===== src/rtl/wb_arbiter.sv =====
// Write-back arbiter in front of the register file's single write port.
// ALU writes win every cycle; load returns queue in a small FIFO with WAW kill and hit lookup.
module wb_arbiter #(
   parameter int unsigned DEPTH = 4
) (
   input  logic                      clk,
   input  logic                      reset,
   input  logic                      alu_valid,
   input  logic [4:0]                alu_addr,
   input  logic [63:0]               alu_data,
   input  logic                      mem_valid,
   input  logic [4:0]                mem_addr,
   input  logic [63:0]               mem_data,
   output logic                      mem_ready,
   output logic                      wr_en,
   output logic [4:0]                wr_addr,
   output logic [63:0]               wr_data,
   input  logic [4:0]                q_addr1,
   input  logic [4:0]                q_addr2,
   output logic                      q_hit1,
   output logic                      q_hit2,
   output logic [$clog2(DEPTH):0]    count
);

   localparam int unsigned AW   = $clog2(DEPTH);
   localparam logic [4:0]  XZR  = 5'd31;
   localparam logic [AW:0] FULL = (AW+1)'(DEPTH);

   logic          live_q [DEPTH];
   logic          live_d [DEPTH];
   logic [4:0]    addr_q [DEPTH];
   logic [63:0]   data_q [DEPTH];

   logic [AW-1:0] wptr_q, wptr_d;
   logic [AW-1:0] rptr_q, rptr_d;
   logic [AW:0]   count_q, count_d;

   logic          wr_en_q, wr_en_d;
   logic [4:0]    wr_addr_q, wr_addr_d;
   logic [63:0]   wr_data_q, wr_data_d;

   logic          alu_wr;
   logic          mem_acc;
   logic          push;
   logic          pop;

   assign alu_wr    = alu_valid && (alu_addr != XZR);
   assign mem_ready = !reset && (count_q < FULL);
   assign mem_acc   = mem_valid && mem_ready;
   // A load racing an ALU write to the same register is older, so it is simply dropped.
   assign push      = mem_acc && (mem_addr != XZR) && !(alu_wr && (alu_addr == mem_addr));
   assign pop       = !alu_wr && (count_q != '0);

   always_comb begin
      for (int unsigned i = 0; i < DEPTH; i++) begin
         live_d[i] = live_q[i];
         if (alu_wr && (addr_q[i] == alu_addr)) begin
            live_d[i] = 1'b0;
         end
      end
      if (pop) begin
         live_d[rptr_q] = 1'b0;
      end
      if (push) begin
         live_d[wptr_q] = 1'b1;
      end
   end

   always_comb begin
      wptr_d  = push ? wptr_q + AW'(1) : wptr_q;
      rptr_d  = pop  ? rptr_q + AW'(1) : rptr_q;
      count_d = count_q;
      case ({push, pop})
         2'b10:   count_d = count_q + (AW+1)'(1);
         2'b01:   count_d = count_q - (AW+1)'(1);
         default: count_d = count_q;
      endcase
   end

   always_comb begin
      wr_en_d   = 1'b0;
      wr_addr_d = wr_addr_q;
      wr_data_d = wr_data_q;
      if (alu_wr) begin
         wr_en_d   = 1'b1;
         wr_addr_d = alu_addr;
         wr_data_d = alu_data;
      end else if (pop && live_q[rptr_q]) begin
         wr_en_d   = 1'b1;
         wr_addr_d = addr_q[rptr_q];
         wr_data_d = data_q[rptr_q];
      end
   end

   always_comb begin
      q_hit1 = 1'b0;
      q_hit2 = 1'b0;
      for (int unsigned i = 0; i < DEPTH; i++) begin
         if (live_q[i] && (addr_q[i] == q_addr1)) q_hit1 = 1'b1;
         if (live_q[i] && (addr_q[i] == q_addr2)) q_hit2 = 1'b1;
      end
      if (q_addr1 == XZR) q_hit1 = 1'b0;
      if (q_addr2 == XZR) q_hit2 = 1'b0;
   end

   always_ff @(posedge clk or posedge reset) begin
      if (reset) begin
         wptr_q    <= '0;
         rptr_q    <= '0;
         count_q   <= '0;
         wr_en_q   <= 1'b0;
         wr_addr_q <= '0;
         wr_data_q <= '0;
         for (int unsigned i = 0; i < DEPTH; i++) begin
            live_q[i] <= 1'b0;
         end
      end else begin
         wptr_q    <= wptr_d;
         rptr_q    <= rptr_d;
         count_q   <= count_d;
         wr_en_q   <= wr_en_d;
         wr_addr_q <= wr_addr_d;
         wr_data_q <= wr_data_d;
         for (int unsigned i = 0; i < DEPTH; i++) begin
            live_q[i] <= live_d[i];
         end
      end
   end

   // Payload needs no reset: the live bit alone decides whether a slot means anything.
   always_ff @(posedge clk) begin
      if (push) begin
         addr_q[wptr_q] <= mem_addr;
         data_q[wptr_q] <= mem_data;
      end
   end

   assign wr_en   = wr_en_q;
   assign wr_addr = wr_addr_q;
   assign wr_data = wr_data_q;
   assign count   = count_q;

endmodule


===== config.mk =====
export PLATFORM = sky130hd
export DESIGN_NAME = wb_arbiter
export DESIGN_NICKNAME = d
export VERILOG_FILES = /design/src/rtl/wb_arbiter.sv
export SDC_FILE = /design/constraint.sdc
export NUM_CORES = 1
export LEC_CHECK = 0
export ABC_AREA = 0
export CORE_UTILIZATION = 54
export CTS_CLUSTER_SIZE = 24
export DETAILED_ROUTE_END_ITERATION = 12
export PLACE_DENSITY = 0.81
export SYNTH_ARGS = -nofsm -noshare
export SYNTH_HDL_FRONTEND = slang
export SYNTH_SLANG_ARGS = --single-unit

===== constraint.sdc =====
create_clock -name clk -period 3.8 [get_ports clk]
set_input_delay 0.76 -clock clk [delete_from_list [all_inputs] [get_ports clk]]
set_output_delay 0.76 -clock clk [all_outputs]
set_load 0.005 [all_outputs]

# After elaboration in Yosys (flattened, before gate mapping)

Memory sizes are Yosys's and may differ from the RTL's.
Cells that the tools add are included.

Flip-flop bits (word level): 81
Latch bits: 0
Memory bits (writable): 276
Bits in read-only memories: 0
Input port bits: 152
Output and inout bits: 76
Word-level logic and storage cells: 105
Memories kept: 2

Memories:

| memory | depth | width | read ports | clocked after memory_dff | wr ports | RTL line | source |
|---|---|---|---|---|---|---|---|
| data_q | 4     | 64    | 1          | 0                        | 1        | 32       | `logic [63:0] data_q [DEPTH];` |
| addr_q | 4     | 5     | 5          | 0                        | 1        | 31       | `logic [4:0] addr_q [DEPTH];` |

$add $sub $neg: 4
Multipliers: 0
Divide/modulo/power cells: 0
$lt $le $gt $ge: 5
Equal/unequal tests: 19
Shift operators: 0
Mux-type cells: 32
Bitwise operators: 5
Reductions and logical operators: 28

Operators by type and width:

| operator            | count |
|---|---|
| $mux 64             | 2 |
| $eq 5x5->1          | 13 |
| $logic_and 1x1->1   | 22 |
| $mux 1              | 22 |
| $eq 5x5->1 const B  | 2 |
| $mux 5              | 2 |
| $ne 5x5->1 const B  | 2 |
| $mux 4              | 2 |
| $ge 3x3->1 const B  | 2 |
| $lt 3x1->1 const B  | 2 |
| $not 2->3           | 2 |
| $pmux 3 s2          | 1 |
| $add 2x1->2 const B | 2 |
| $and 4x4->4         | 1 |
| $demux 1 s2         | 2 |
| $not 4->4           | 1 |
| $or 4x4->4          | 1 |
| $reduce_bool 2->1   | 2 |
| $add 3x1->3 const B | 1 |
| $logic_not 1->1     | 3 |
| $lt 3x3->1 const B  | 1 |
| $reduce_bool 3->1   | 1 |
| $sub 3x1->3 const B | 1 |
| $bmux 1 s2          | 1 |
| other kinds (2)     | 2 |

# Logic depth before layout (Yosys ltp)

Depth after elaboration: 10
Gate-level depth with buffers: 13

# Worst setup path after synthesis

OpenSTA, ideal clock, no wires.

Path type: input -> register
Start: input alu_addr[0]
End: memory addr_q[0][0] (enable)
Library setup time: 0.435 ns
Arrival time: 3.518 ns
Setup slack: -0.152 ns
Stages: 7
Path buffers: 2
Cell sequence: buf_2 > nand3_1 > o21ai_2 > nor4_1 > a311oi_1 > buf_2 > and2_1

Cells in the longest elaborated chain, start to end: 7
Elaborated cells on any way between the ends: 8

RTL lines:

| what                             | RTL line | source |
|---|---|---|
| from (decl)                      | 9        | `input logic [4:0] alu_addr,` |
| $ne 5x5->1                       | 47       | `assign alu_wr = alu_valid && (alu_addr != XZR);` |
| $logic_and 1x1->1                | 47       |  |
| $logic_and 1x1->1 (*)            | 51       | `assign push = mem_acc && (mem_addr != XZR) && !(alu_wr && (alu_addr == mem_addr));` |
| $logic_not 1->1 (*)              | 51       |  |
| $logic_and 1x1->1 (*)            | 51       |  |
| $mux 1 (*)                       | 132      | `if (push) begin` |
| $mux 1 (implied by the code) (*) | 133      | `addr_q[wptr_q] <= mem_addr;` |
| to (decl)                        | 31       |  |

Every way passes the cells marked *; elsewhere a longest branch is shown, timed or not.

# Worst setup path after layout

Start: input q_addr2[3]
End: output q_hit2

Cells in the longest elaborated chain, start to end: 7
Elaborated cells on any way between the ends: 14

RTL lines:

| what                 | RTL line | source |
|---|---|---|
| from (decl)          | 19       | `input logic [4:0] q_addr2,` |
| $eq 5x5->1           | 100      | `if (live_q[i] && (addr_q[i] == q_addr2)) q_hit2 = 1'b1;` |
| $logic_and 1x1->1    | 100      |  |
| $mux 1 (4 in series) | 100      |  |
| $mux 1 (*)           | 103      | `if (q_addr2 == XZR) q_hit2 = 1'b0;` |
| to (decl)            | 21       | `output logic q_hit2,` |

Marked as above.

==> qor.yml <==
clock_network:
  cts_setup_buffers: 0
  hold_buffers: 0
  cts_inserted_buffers: 37
  clk_pin_slew_ns: 0.06
  tritoncts: "yes"
  clk_root_buffer_cell: "clkbuf_16"
  deepest_level_of_the_cts_h_tree: 2
  clockBufferDepth: 3
  clock_sinks: 357
  cts_repair_resize_count: 0
  clkLatencyLatePin_ns: 0.52
floorplanning:
  core_region_area_um2: 26400
  die_w_um: 167
  floorplan.io_pins: 228
  die_area_um2: 27800
  die_height_um: 167
  num_rows: 59
  start_util_pct: 55.6
setup_path:
  worst-r2r-setup-slack_ns: 1.37
  stages_on_the_worst_setup_path: 7
  rr_worst_depth: 6
  worst_setup_path_endpoint: "q_hit2"
  critPathMaxStageDelay_ns: 0.55
  worst_setup_path_startpoint: "q_addr2[3]"
  criticalPathCategory: "input pin to output port"
  path_common_cell: "clkdlybuf4s50_1"
  timing.critical_path.from_type: "input pin"
  timing.critical_path.to_type: "output port"
  worst_ep_arrival_time_ns: 2.91
  path_cells: "clkdlybuf4s50_1 -> xor2_1 -> nor4_1 -> nand3_1 -> and4_1 -> a31oi_1 -> clkdlybuf4s50_1"
  critical_path_required_ns: 3.04
  rr_endpoint: "wr_data[19]"
  rr_startpoint: "rptr_q[1]"
  timing.critical_path.max_delay_family: "buffers and inverters"
  crit_path_top_delay_cell: "clkdlybuf4s50_1"
  cp_num_buf_inv: 2
  critical_path.max_fanout: 5
finish:
  sequential_cell_area_um2: 10300
  fillerInstances: 1655
  drive_above_1_share_pct: 14.6
  area_delta_synth_final_pct: 27.0
  num-nets-final: 1233
  area_used_by_multi_input_combinational_logic_um2: 4010
  layout.core_utilization_pct: 70.6
global_route:
  grt.total_usage_pct: 22.5
  grt_start_max_net_pins: 73
  number_of_antenna_violations_at_the_first_check_in_global_routing: 1
  global_route_wire_length_before_repair_um: 47800
  grt_pass1_vias: 8648
  global_route.overflow_total: 0
min_path:
  hold_depth: 1
  worstHoldPathType: "flip-flop to flip-flop"
yosys:
  ys_top_cells_by_count: "edfxtp_1 (276), dfrtp_1 (81), mux4_2 (70)"
  postSynthAreaPerCell_um2: 17.5
  postSynthNetCount: 998
  synth.top_cell.area_share_pct: 56.6
  synth_most_common_cell: "edfxtp_1"
  ys_async_sr_fraction_pct: 22.7
  synth-edff-count: 276
  ys.flop_type: "edfxtp_1"
  synth-seq-area-share_pct: 70.4
  largest_area_contributor_in_the_netlist: "edfxtp_1"
  post_synthesis_instance_area_um2: 14600
  synthCells: 836
  ys_warn_count: 0
  ys_ff_latch: 357
  yosys.cell_types.count: 34
  synthTopCellsByArea: "edfxtp_1 (57%), dfrtp_1 (14%), mux4_2 (11%), mux2i_1 (4.6%), xor2_1 (2.9%)"
routing:
  dr.first_iter.drc_count: 588
  detail_route.first_pass.iterations: 5
  remaining_drc_errors: 0
  final_antenna_net_count: 0
  routed_vias: 8125
  post_drt_via_cell_ratio: 5.66
  wirelength_um: 30500
  routed_wire_length_per_instance_um: 21.3
power_and_ir_drop:
  power_per_cell_area_nw_per_um2: 670
  fin_total_pwr_mw: 12.5
  power.leakage_nw: 6.61
  worst_ir_drop_vdd_mv: 0.568
outcome:
  status: "complete, no violations"
sta:
  max_freq_ghz: 0.272
  largest_clock_skew_in_the_final_design_ns: 0.00947
  timing.final.setup_violations: 0
  timing_hold_violations_final: 0
  fin_setup_tns_ns: 0
  maxSlewHeadroom_pct: 49.3
  post-route-min-period_ns: 3.67
  unrepaired_setup_endpoints_after_global_routing: "false"
  timing.final.crit_share_pct: 96.6
  report.final.slew_viol_count: 0
  max_slew.worst_pin.slew_ns: 0.761
placement:
  io_buffer_count: 227
  globalplace.congestion: 0.837
  place_hpwl_um: 18800
run:
  max_cap_viol_count: 0
sequential cells by signal, summed over array words and instances (netlist names):
| name | cells |
|---|---|
| wptr_q | 2 |
| wr_en | 1 |
| data_q | 256 |
| rptr_q | 2 |
| wr_addr | 5 |
| addr_q | 20 |
| wr_data | 64 |
| live_q | 4 |
| count | 3 |
layer usage:
layer  global-route usage (%)  vias to the layer above  wire length (um)
li1                         -                     3683                 -
met1                     30.3                     4137             13000
met2                     38.0                      264             15200
met3                     4.92                       41              1810
met4                     5.15                        0               497
met5                        0                        -                 0
how the worst min path moves through the flow:
stage                  start       end  slack (ns)
finish              count[0]  count[0]        0.52
global route        count[0]  count[0]        0.54
CTS                 count[0]  count[0]        0.52
detailed placement  count[0]  count[0]        0.51
global placement    count[2]  count[2]        0.51
floorplan           count[2]  count[2]        0.50
layout make-up:
| type | instances | area share (%) |
|---|---|---|
| inverter | 9 | 0.195 |
| multi-input combinational | 415 | 21.6 |
| timing repair buffer | 251 | 13.9 |
| sequential | 357 | 55.5 |
| clock inverter | 13 | 0.888 |
| tap | 335 | 2.25 |
| antenna | 1 | 0.0135 |
| clock buffer | 55 | 5.72 |
cell usage in the layout (no fill, tap or decap), types with 2 or more instances in the layout:
master           count
mux2i_1             68
and4_1               2
inv_6                2
clkbuf_1            11
a32o_1               4
clkdlybuf4s50_1    227
mux4_2              70
xor2_1              48
dfrtp_4              2
nor4_1              13
bufinv_16            3
nand2_4              2
a31oi_1              3
clkbuf_16           37
and2_4               4
xnor2_1             22
clkinv_2             3
clkbuf_8             7
nand3_1             10
a21oi_1             67
edfxtp_1           276
clkinvlp_4           2
nand2b_1             2
and3_1               4
clkinv_1             2
nor2_1              69
ha_1                 9
dfrtp_1             79
inv_1                8
nand2_1              8
buf_4               14
buf_12              10
logic make-up after synthesis:
group | Yosys count | share of synthesized area [%]
multiplexers | 139 | 15.5
AO/OA/AOI/OAI | 80 | 3.05
adder cells (fa/ha/maj) | 10 | 0.906
XOR/XNOR | 70 | 4.19
buffers and inverters | 64 | 2.27
flip-flops | 357 | 70.4
AND/OR/NAND/NOR | 116 | 3.66
worst reg2reg max path, stage by stage, from the launching register on:
cell and delay, ns:
dfrtp_4 0.85, mux4_2 0.46, nand2_4 0.17, nand2_4 0.23, buf_4 0.38, nor2_1 0.16, a21oi_1 0.05
stage by stage:
step | instances | hold slack (ns) | area, um2 | setup slack (ns)
floorplan | 836 | 0.498 | 14600 | 0.605
CTS | 1435 | 0.516 | 18600 | 0.159
detailed placement | 1367 | 0.508 | 17400 | 0.165
global route | 1435 | 0.544 | 18600 | 0.00417
finish | 1436 | 0.517 | 18600 | 0.130
global placement | 1367 | 0.507 | 17400 | 0.202
where the power goes:
group          internal [mW]  total [mW]  leakage [nW]  switching (mW)
clock                   2.16        3.60         0.596            1.44
combinational           1.99        3.56          2.61            1.56
sequential              4.89        5.31          3.41           0.418
No activity file was read; power rests on OpenSTA's default activity.
